<file path="config.mk">
export PLATFORM = sky130hd
export DESIGN_NAME = instr_encoder_loader
export DESIGN_NICKNAME = d
export VERILOG_FILES = /design/src/rtl/instr_encoder_loader_pkg.sv /design/src/rtl/instr_encoder_loader_pack.sv /design/src/rtl/instr_encoder_loader.sv
export SDC_FILE = /design/constraint.sdc
export NUM_CORES = 1
export LEC_CHECK = 0
export ABC_CLOCK_PERIOD_IN_PS = 6200
export CAP_MARGIN = 20
export CORE_ASPECT_RATIO = 1.4
export CORE_MARGIN = 2
export CORE_UTILIZATION = 52
export DETAILED_ROUTE_END_ITERATION = 10
export GPL_TIMING_DRIVEN = 0
export PLACE_DENSITY_LB_ADDON = 0.12
export SETUP_SLACK_MARGIN = 0.5
export SLEW_MARGIN = 40
export SYNTH_ARGS = -nofsm -noshare
export SYNTH_HDL_FRONTEND = slang
export SYNTH_SLANG_ARGS = --single-unit
</file>
<file path="constraint.sdc">
create_clock -name clk -period 6.2 [get_ports clk]
set_input_delay 0.93 -clock clk [delete_from_list [all_inputs] [get_ports clk]]
set_output_delay 0.93 -clock clk [all_outputs]
set_load 0.005 [all_outputs]
</file>
<file path="src/rtl/instr_encoder_loader_pkg.sv">
// Shared types for the instruction encoder/loader: request format, FSM states,
// RV32I opcode constants and immediate range limits.
package instr_encoder_loader_pkg;

    localparam int ADDR_WIDTH = 9;
    localparam int MEM_SIZE   = 512;

    localparam logic [6:0] OP_R_TYPE       = 7'h33;
    localparam logic [6:0] OP_RV64_TYPE    = 7'h3B;
    localparam logic [6:0] OP_I_TYPE_LOAD  = 7'h03;
    localparam logic [6:0] OP_I_TYPE_ARITH = 7'h13;
    localparam logic [6:0] OP_S_TYPE       = 7'h23;
    localparam logic [6:0] OP_B_TYPE       = 7'h63;
    localparam logic [6:0] OP_J_TYPE       = 7'h6F;

    localparam logic [2:0] F3_SLL     = 3'b001;
    localparam logic [2:0] F3_SRL_SRA = 3'b101;

    localparam int IMM_I_MIN = -2048;
    localparam int IMM_I_MAX = 2047;
    localparam int IMM_B_MIN = -4096;
    localparam int IMM_B_MAX = 4094;
    localparam int IMM_J_MIN = -1048576;
    localparam int IMM_J_MAX = 1048574;

    typedef struct packed {
        logic [6:0]         op;
        logic [4:0]         rd;
        logic [4:0]         rs1;
        logic [4:0]         rs2;
        logic [2:0]         funct3;
        logic [6:0]         funct7;
        logic signed [31:0] imm;
    } enc_req_t;

    typedef enum logic [2:0] {
        ST_IDLE,
        ST_LOAD,
        ST_DRAIN,
        ST_DONE,
        ST_ERROR
    } enc_state_e;

    function automatic logic imm_in_range(input logic signed [31:0] imm, input int lo, input int hi);
        return ($signed(imm) >= lo) && ($signed(imm) <= hi);
    endfunction

endpackage

</file>
<file path="src/rtl/instr_encoder_loader_pack.sv">
// Combinational RV32I bit packer. Immediate range checks are compiled in only
// when ENCODE_RANGE_CHECK_EN is defined; otherwise immediates are truncated.
module instr_pack
    import instr_encoder_loader_pkg::*;
(
    input  enc_req_t    req,
    output logic [31:0] word,
    output logic        fmt_err
);

    logic [31:0] imm;
    assign imm = req.imm;

    always_comb begin
        word    = '0;
        fmt_err = 1'b0;
        case (req.op)
            OP_R_TYPE, OP_RV64_TYPE:
                word = {req.funct7, req.rs2, req.rs1, req.funct3, req.rd, req.op};
            OP_I_TYPE_LOAD, OP_I_TYPE_ARITH: begin
                // Shift-immediates carry funct7 in the upper bits and a 5-bit shamt.
                if (req.op == OP_I_TYPE_ARITH && (req.funct3 == F3_SLL || req.funct3 == F3_SRL_SRA))
                    word = {req.funct7, imm[4:0], req.rs1, req.funct3, req.rd, req.op};
                else
                    word = {imm[11:0], req.rs1, req.funct3, req.rd, req.op};
`ifdef ENCODE_RANGE_CHECK_EN
                fmt_err = !imm_in_range(req.imm, IMM_I_MIN, IMM_I_MAX);
`endif
            end
            OP_S_TYPE: begin
                word = {imm[11:5], req.rs2, req.rs1, req.funct3, imm[4:0], req.op};
`ifdef ENCODE_RANGE_CHECK_EN
                fmt_err = !imm_in_range(req.imm, IMM_I_MIN, IMM_I_MAX);
`endif
            end
            OP_B_TYPE: begin
                word = {imm[12], imm[10:5], req.rs2, req.rs1, req.funct3, imm[4:1], imm[11], req.op};
`ifdef ENCODE_RANGE_CHECK_EN
                fmt_err = !imm_in_range(req.imm, IMM_B_MIN, IMM_B_MAX) || imm[0];
`endif
            end
            OP_J_TYPE: begin
                word = {imm[20], imm[10:1], imm[11], imm[19:12], req.rd, req.op};
`ifdef ENCODE_RANGE_CHECK_EN
                fmt_err = !imm_in_range(req.imm, IMM_J_MIN, IMM_J_MAX) || imm[0];
`endif
            end
            default: fmt_err = 1'b1;
        endcase
    end

`ifndef ENCODE_RANGE_CHECK_EN
    logic unused_imm_hi;
    assign unused_imm_hi = ^imm[31:21];
`endif

endmodule

</file>
<file path="src/rtl/instr_encoder_loader.sv">
// Session-based instruction loader: encodes requests into RV32I words, queues them
// in a small FIFO and writes them to consecutive memory words. Optional macro:
// ENCODE_RANGE_CHECK_EN (immediate range checks in instr_pack).
module instr_encoder_loader
    import instr_encoder_loader_pkg::*;
#(
    parameter int FIFO_DEPTH = 2
) (
    input  logic                  clk,
    input  logic                  rst_n,
    input  logic                  start,
    input  logic [ADDR_WIDTH-1:0] base_addr,
    input  logic                  in_valid,
    output logic                  in_ready,
    input  enc_req_t              in_req,
    input  logic                  in_last,
    output logic                  mem_we,
    input  logic                  mem_ready,
    output logic [ADDR_WIDTH-1:0] mem_addr,
    output logic [31:0]           mem_wdata,
    output logic                  done,
    output logic                  err,
    output logic [ADDR_WIDTH:0]   count
);

    localparam int PW = (FIFO_DEPTH > 1) ? $clog2(FIFO_DEPTH) : 1;
    localparam int OW = $clog2(FIFO_DEPTH + 1);
    typedef logic [PW-1:0]         ptr_t;
    typedef logic [OW-1:0]         occ_t;
    typedef logic [ADDR_WIDTH+1:0] sum_t;

    enc_state_e            state_q;
    logic [31:0]           fifo_q [FIFO_DEPTH];
    ptr_t                  wr_ptr_q, rd_ptr_q;
    occ_t                  occ_q;
    logic [ADDR_WIDTH-1:0] addr_q;
    logic [ADDR_WIDTH:0]   count_q;
    logic                  done_q, err_q;

    logic [31:0] enc_word;
    logic        fmt_err, accept, cap_err, enc_err, push, pop;

    function automatic ptr_t next_ptr(input ptr_t p);
        return (p == ptr_t'(FIFO_DEPTH - 1)) ? '0 : p + 1'b1;
    endfunction

    instr_pack u_pack (
        .req     (in_req),
        .word    (enc_word),
        .fmt_err (fmt_err)
    );

    assign in_ready = (state_q == ST_LOAD) && (occ_q < occ_t'(FIFO_DEPTH));
    assign mem_we   = ((state_q == ST_LOAD) || (state_q == ST_DRAIN)) && (occ_q != '0);
    assign accept   = in_valid && in_ready;
    // Words already queued count against capacity, not just words written.
    assign cap_err  = (sum_t'(count_q) + sum_t'(occ_q)) == sum_t'(MEM_SIZE);
    assign enc_err  = accept && (fmt_err || cap_err);
    assign push     = accept && !enc_err;
    assign pop      = mem_we && mem_ready;

    assign mem_wdata = mem_we ? fifo_q[rd_ptr_q] : '0;
    assign mem_addr  = addr_q;
    assign count     = count_q;
    assign done      = done_q;
    assign err       = err_q;

    always_ff @(posedge clk) begin
        if (push) fifo_q[wr_ptr_q] <= enc_word;
    end

    always_ff @(posedge clk or negedge rst_n) begin
        if (!rst_n) begin
            state_q  <= ST_IDLE;
            wr_ptr_q <= '0;
            rd_ptr_q <= '0;
            occ_q    <= '0;
            addr_q   <= '0;
            count_q  <= '0;
            done_q   <= 1'b0;
            err_q    <= 1'b0;
        end else begin
            if (pop) begin
                rd_ptr_q <= next_ptr(rd_ptr_q);
                addr_q   <= addr_q + 1'b1;
                count_q  <= count_q + 1'b1;
            end
            if (push) wr_ptr_q <= next_ptr(wr_ptr_q);
            occ_q <= occ_q + occ_t'(push) - occ_t'(pop);

            case (state_q)
                ST_IDLE, ST_DONE, ST_ERROR: begin
                    if (start) begin
                        state_q <= ST_LOAD;
                        addr_q  <= base_addr;
                        count_q <= '0;
                        done_q  <= 1'b0;
                        err_q   <= 1'b0;
                    end
                end
                ST_LOAD: begin
                    if (enc_err) begin
                        state_q  <= ST_ERROR;
                        err_q    <= 1'b1;
                        occ_q    <= '0;
                        wr_ptr_q <= '0;
                        rd_ptr_q <= '0;
                    end else if (push && in_last) begin
                        state_q <= ST_DRAIN;
                    end
                end
                ST_DRAIN: begin
                    if (occ_q == '0) begin
                        state_q <= ST_DONE;
                        done_q  <= 1'b1;
                    end
                end
                default: state_q <= ST_IDLE;
            endcase
        end
    end

endmodule

</file>
==> results by group, run 1 <==
Floorplan
  – Die area: 9680 um2
  – Vert. Die Dim: ~120 um
  – CORE AREA: roughly 8600 um2
  – Row cnt: 40
  – Starting density of the core: 0.538
  – Number of top-level pins: 134
  – Width of the chip: 83.7 um

Power and ir drop
  – Worst ir drop on vdd: between 0.2 and 0.3 mV
  – Sum of internal, switching and leakage power: 1950 uW
  – Power density over cell area: 310 nW/um2
  – Static leakage: 0.00239 uW

Run
  – Maxcap violations: 0

Critical path
  – Reg2Reg Setup Slack: slightly above 3 ns
  – Master of the slowest instance on the critical path: sky130_fd_sc_hd__buf_1
  – Crit path DAT: 2.49 ns
  – Endpoint type of the worst setup path: output port
  – Startpoint Class: flip-flop
  – Delay of the slowest critical-path stage: 0.65 ns
  – Critical Path Fanout Max: 10
  – Sequence of cells on the critical path: clkbuf_1 > buf_1 > mux2i_1 > nor2_1 > clkdlybuf4s50_1
  – Critical path start-end classification: flip-flop to output port
  – Data required time of the worst path: 5.27 ns

Synthesis
  – Top cells by instance count after synthesis: 64 x sky130_fd_sc_hd__edfxtp_1, 51 x sky130_fd_sc_hd__nor2_1, 35 x sky130_fd_sc_hd__mux2i_1
  – Synthesized netlist cell count: 387
  – Number of synthesized flops with an enable pin: between 60 and 70
  – Sequential fraction of the synthesis area: 0.567
  – Post-synth ARST share: 0.304
  – Count leader, synth: sky130_fd_sc_hd__edfxtp_1
  – Synthesis warning total: 0
  – Top post-synthesis cells by area: sky130_fd_sc_hd__edfxtp_1 42%, sky130_fd_sc_hd__dfrtp_1 15%, sky130_fd_sc_hd__mux2i_1 7.6%
  – Net count of the mapped netlist: 475
  – Most common flop cell mapped by yosys: sky130_fd_sc_hd__edfxtp_1
  – Unique cell type count in the Yosys netlist: 59
  – Post-synthesis instance area: between 4000 and 5000 um2
  – Number of synthesized register bits: around 90
  – Avg Synthesized Cell Area: 12.0 um2
  – Biggest area consumer among synthesized cells: sky130_fd_sc_hd__edfxtp_1
  – Share of the synthesized area in the top cell type: 0.415

Clock network
  – CTS resizes: 0
  – CTS Hold Bufs: 0
  – Number of levels the H-tree was split into: 3
  – Source-to-sink clock delay at the later pin of the worst-skew pair: ~0.34 ns
  – Clock root buffer master: sky130_fd_sc_hd__clkbuf_16
  – Post-CTS clock slew at the launch and capture registers of the worst setup and hold paths: about 0.06 ns
  – Post-CTS setup buffers: 0
  – Clk buf depth: 2
  – Clock buffer count from CTS: 9
  – TritonCTS clock tree: yes
  – Number of sinks on the clock net: 92

Finish
  – Inserted Diodes: 0
  – Post-layout utilization of the core: 0.731
  – Layout overhead on the synthesized area: 35.9%
  – # nets final: 609
  – Final Non-Filler Cells: 631
  – Share of cells above drive strength 1: 0.0875

Detailed routing
  – Average wire per standard cell: around 17 um
  – Via/cell ratio: 5.64
  – Starting DRC count in detailed routing: 248
  – Number of detailed-route iterations in the first pass: 4
  – Wirelength, routed: approximately 11 mm
  – Number of design rule violations left after detail routing: 0
  – Routed via count: 3558
  – Detail Route Antenna Nets: 0

Outcome
  – Result of the run: finished, final reports clean

Timing
  – Finish-stage setup viols: 0
  – Final critical path time including I/O delays and setup: 3.42 ns
  – Max Clock Freq: 292 MHz
  – Hold Violations, Final: 0
  – Post-route clock skew: 0.00615 ns
  – Fraction of the cycle the final worst path needs: 0.552
  – Setup repair after global routing missed its margin: false
  – Max Slew Vio Count: 0
  – Slew margin rel.: 0.474
  – Slew at the pin closest to its max-slew limit: 0.789 ns
  – TNS Setup: 0 ns

Place
  – # port buffers: 121
  – Cell count after placement: roughly 600
  – GP Congestion: 0.907
  – Post-detailed-placement half-perimeter wirelength: 8.08 mm

GRT
  – Vias in the first global route: 3546
  – Total global routing overflow: 0
  – Pin count of the biggest net entering global routing: 29
  – Total global-route track usage: 0.231
  – Antenna violations before repair: 0
  – Global-route wire length before repair: 17.4 mm

Worst hold path
  – Hold/Removal Path Class: flip-flop to flip-flop
[registers in the layout, summed over array words and instances, names as in the netlist]
register and count:
count 10, done 1, err 1, fifo_q 64, mem_addr 9, occ_q 2
rd_ptr_q 1, state_q 3, wr_ptr_q 1
[worst max-delay path, delay by kind of cell, from the launching register on]
kind | cells | cell delay, ns
buffers and inverters | 3 | 1.48
muxes | 1 | 0.18
and+or+nand+nor | 1 | 0.18
DFF | 1 | 0.32
[placed cells by master (no fill, tap or decap), types with 3 or more instances in the layout]
cell and n:
sky130_fd_sc_hd__a21oi_1 3, sky130_fd_sc_hd__a22o_1 23, sky130_fd_sc_hd__and3_1 4, sky130_fd_sc_hd__buf_1 4
sky130_fd_sc_hd__buf_2 4, sky130_fd_sc_hd__buf_4 6, sky130_fd_sc_hd__clkbuf_1 10, sky130_fd_sc_hd__clkbuf_16 9
sky130_fd_sc_hd__clkdlybuf4s50_1 120, sky130_fd_sc_hd__dfrtp_1 28, sky130_fd_sc_hd__edfxtp_1 64, sky130_fd_sc_hd__ha_1 6
sky130_fd_sc_hd__inv_1 8, sky130_fd_sc_hd__mux2i_1 35, sky130_fd_sc_hd__nand2_1 31, sky130_fd_sc_hd__nand2b_1 3
sky130_fd_sc_hd__nand3_1 8, sky130_fd_sc_hd__nand4_1 5, sky130_fd_sc_hd__nor2_1 51, sky130_fd_sc_hd__nor3_1 10
sky130_fd_sc_hd__nor4_1 4, sky130_fd_sc_hd__o21ai_0 12, sky130_fd_sc_hd__or2_2 3, sky130_fd_sc_hd__or3_1 4
sky130_fd_sc_hd__xnor2_1 11, sky130_fd_sc_hd__xor2_1 9
[layout make-up]
class	count	area, um2
clock buffer	12	236
sequential	92	2620
clock inverter	4	26.3
fill	659	2320
timing repair buffer	123	1260
buffer	20	101
multi-input combinational	266	1870
tap	105	131
inverter	9	35.0
[metrics by stage]
stage	cell area (um2)	hold slack [ns]	setup WS, ns
6_report	6290	0.528	2.78
5_1_grt	6290	0.547	2.58
4_1_cts	6290	0.529	2.72
3_5_place_dp	6030	0.504	2.51
3_3_place_gp	5970	0.500	1.95
2_1_floorplan	4630	0.484	2.92
[final timing paths]
check | from | end | cells past startpoint
setup / recovery | rd_ptr_q | mem_wdata[1] | 5
hold / removal | err | err | 1
setup reg to reg | count[0] | occ_q[1] | 12
hold reg to reg | err | err | 1
max in group asynchronous | rst_n | wr_ptr_q | 1
min in group asynchronous | rst_n | mem_addr[8] | 1
[report_power, final]
part	leakage [uW]	switching (uW)	internal (uW)	total (uW)
sequential	0.000997	66.1	713	779
clock	0.000128	220	271	491
combinational	0.00126	319	362	681
total	0.00239	604	1350	1950
[cell families (layout without fill, tap and decap cells)]
logic type | after synthesis | in the layout | synth area share
simple gates | 141 | 141 | 0.155
compound gates | 60 | 60 | 0.105
flops | 92 | 92 | 0.567
xor+xnor | 21 | 21 | 0.0414
mux | 35 | 35 | 0.0757
buf+inv | 29 | 168 | 0.0295
fa+ha+maj | 9 | 9 | 0.0260
[per-layer routing]
metal | GRT usage | wire [um] | part of all wire | vias up
met5 | 0 | 0 | 0 | -
met4 | 0.0871 | 180 | 0.017 | 0
met3 | 0.0370 | 504 | 0.046 | 10
met2 | 0.447 | 6000 | 0.55 | 108
met1 | 0.252 | 4160 | 0.38 | 1736
li1 | - | - | - | 1704
Note: power is estimated with default switching activity, not from simulation.
==> run 2: changes to the inputs <==
- ABC_CLOCK_PERIOD_IN_PS: 6200 -> 3300
- CORE_UTILIZATION: 52 -> 48
- clock period: 6.2 -> 3.3 ns (I/O delays scaled with it)
==> results by group, run 2 (synthesis gave the netlist of run 1 again) <==
Floorplan
  – CORE AREA: 9410 um2
  – Row cnt: 42
  – Die area: about 10000 um2
  – Vert. Die Dim: around 120 um
  – Starting density of the core: 0.492
  – Width of the chip: 87.0 um
  – Number of top-level pins: ~130

Place
  – # port buffers: 121
  – Cell count after placement: 620
  – GP Congestion: 0.848
  – Post-detailed-placement half-perimeter wirelength: 8.07 mm

Timing
  – Max Clock Freq: 359 MHz
  – Slew at the pin closest to its max-slew limit: 0.825 ns
  – Max Slew Vio Count: 0
  – Fraction of the cycle the final worst path needs: 0.845
  – Finish-stage setup viols: 0
  – Hold Violations, Final: 0
  – TNS Setup: 0 ns
  – Final critical path time including I/O delays and setup: between 2 and 3 ns
  – Slew margin rel.: 0.450
  – Setup repair after global routing missed its margin: true
  – Post-route clock skew: roughly 0.0064 ns

Power and ir drop
  – Worst ir drop on vdd: 0.365 mV
  – Power density over cell area: 588 nW/um2
  – Net switching fraction of the power: 0.305
  – Internal Power: roughly 2700 uW
  – Proportion of power drawn by flip-flops and latches: 0.381
  – Static leakage: 0.00252 uW
  – Part of the power in combinational logic: 0.366
  – Switching power of the nets: 1160 uW
  – Clock share of power: 0.253

Detailed routing
  – Routed via count: ~3500
  – Number of detailed-route iterations in the first pass: 4
  – Via/cell ratio: 5.47
  – Number of design rule violations left after detail routing: 0
  – Starting DRC count in detailed routing: ~170
  – Detail Route Antenna Nets: 0
  – Average wire per standard cell: between 15 and 20 um
  – Wirelength, routed: 11.1 mm

Finish
  – Most common library cell in the layout ignoring fill and taps: sky130_fd_sc_hd__clkdlybuf4s50_1
  – Highest-count cells in the layout ignoring fill and taps: 116 x sky130_fd_sc_hd__clkdlybuf4s50_1, 64 x sky130_fd_sc_hd__edfxtp_1, 50 x sky130_fd_sc_hd__nor2_1
  – Total area of multi-input combinational cells: 1960 um2
  – Largest Register: fifo_q
  – Layout overhead on the synthesized area: 40.5%
  – Fill cell count: 727
  – Inserted Diodes: 0
  – Max FFs per register: 64
  – Share of cells above drive strength 1: 0.145
  – Final Non-Filler Cells: 648
  – Reg area: 2630 um2
  – # nets final: 621

Clock network
  – Post-CTS clock slew at the launch and capture registers of the worst setup and hold paths: 0.06 ns
  – Clock buffer count from CTS: 9
  – Number of levels the H-tree was split into: 3
  – Source-to-sink clock delay at the later pin of the worst-skew pair: 0.34 ns
  – CTS Hold Bufs: 0
  – Number of sinks on the clock net: 92
  – Clk buf depth: 2
  – Clock root buffer master: sky130_fd_sc_hd__clkbuf_16
  – TritonCTS clock tree: yes

Critical path
  – Crit path DAT: 3.03 ns
  – Critical path start-end classification: primary input to flip-flop
  – Startpoint Class: primary input
  – Data required time of the worst path: 3.54 ns
  – Delay of the slowest critical-path stage: approximately 0.58 ns
  – Crit path top cell by count: sky130_fd_sc_hd__ha_1
  – Sequence of cells on the critical path: clkdlybuf4s50_1 > nand4b_4 > or2_4 > nand2_2 > nor2_2 > or3_1 > ha_1 > inv_1 > ha_1 > xor2_1 > xnor2_1 > nor3_1
  – Master of the slowest instance on the critical path: sky130_fd_sc_hd__clkdlybuf4s50_1
  – Critical Path Fanout Max: 5
  – Endpoint type of the worst setup path: flip-flop

GRT
  – Total global-route track usage: 0.218
  – Total global routing overflow: 0
  – Vias in the first global route: 3610
  – Antenna violations before repair: 0
  – Global-route wire length before repair: roughly 17 mm
  – Pin count of the biggest net entering global routing: 29

Worst hold path
  – Hold/Removal Path Class: primary input to asynchronous set/reset pin

Outcome
  – Result of the run: finished, final reports clean

Run
  – Maxcap violations: 0
[run 2: cell count changes in the layout (fill, tap and decap cells not counted), moves of 2 or more]
cell	previous run	this run
sky130_fd_sc_hd__clkbuf_1	10	8
sky130_fd_sc_hd__dlymetal6s2s_1	0	3
sky130_fd_sc_hd__clkbuf_2	0	2
sky130_fd_sc_hd__dfrtp_2	0	3
sky130_fd_sc_hd__dfrtp_1	28	25
sky130_fd_sc_hd__buf_1	4	0
sky130_fd_sc_hd__buf_2	4	8
sky130_fd_sc_hd__buf_4	6	18
sky130_fd_sc_hd__clkdlybuf4s50_1	120	116
sky130_fd_sc_hd__clkbuf_8	0	2
sky130_fd_sc_hd__nor4_2	0	3
sky130_fd_sc_hd__nor4_1	4	1
[run 2: worst max-delay path, delay by kind of cell]
| kind | cells | cell delay (ns) |
|---|---|---|
| adders and majority gates | 2 | 0.47 |
| buffers and inverters | 2 | 0.62 |
| and+or+nand+nor | 6 | 1.16 |
| xor gates and xnor gates | 2 | 0.29 |
[run 2: routing by layer]
layer | part of all wire | global-route usage | vias to the layer above
li1 | - | - | 1720
met1 | 0.39 | 0.249 | 1713
met2 | 0.56 | 0.400 | 99
met3 | 0.042 | 0.0389 | 13
met4 | 0.015 | 0.0771 | 0
met5 | 0 | 0 | -
[run 2: worst paths after layout]
path | depth (start not counted) | slack (ns) | from | end
worst max-delay path | 12 | 0.51 | in_req[58] | occ_q[1]
worst min-delay path | 1 | 0.18 | rst_n | mem_addr[7]
worst max register to register | 13 | 0.53 | occ_q[0] | occ_q[1]
worst min register to register | 1 | 0.50 | err | err
max in group asynchronous | 1 | 2.65 | rst_n | occ_q[1]
min in group clk | 1 | 0.50 | err | err
[run 2: what timing repair did]
action,in CTS,in global routing
setup endpoints to repair,74,72
setup buffers,8,4
resized for setup,18,10
pin swaps,10,9
[run 2: area by class of cell]
| class | count | area share |
|---|---|---|
| Sequential cell | 92 | 0.404 |
| Multi-Input combinational cell | 266 | 0.301 |
| Timing Repair Buffer | 135 | 0.209 |
| Clock buffer | 14 | 0.0406 |
| Tap cell | 110 | 0.0212 |
| Buffer | 20 | 0.0167 |
| Inverter | 9 | 0.00539 |
| Clock inverter | 2 | 0.00269 |
[run 2: through the flow]
| stage | utilization | setup slack, ns | power [uW] | area [um2] | hold slack (ns) |
|---|---|---|---|---|---|
| final | 0.691 | 0.511 | 3820 | 6500 | 0.177 |
| after global routing | 0.691 | 0.382 | 4040 | 6500 | 0.232 |
| after CTS | 0.685 | 0.415 | 3820 | 6440 | 0.194 |
| after detailed placement | 0.641 | 0.0252 | 2770 | 6030 | 0.483 |
| after global placement | 0.635 | -0.538 | 2740 | 5980 | 0.480 |
| after floorplan | - | 0.300 | 2140 | 4630 | 0.199 |
[run 2: power groups by stage]
stage          Clock [uW]  Combinational [uW]  Sequential [uW]
2_1_floorplan           0                 674             1460
3_3_place_gp            0                1260             1480
3_5_place_dp            0                1290             1480
4_1_cts               990                1370             1460
5_1_grt              1030                1530             1470
6_report              966                1400             1460
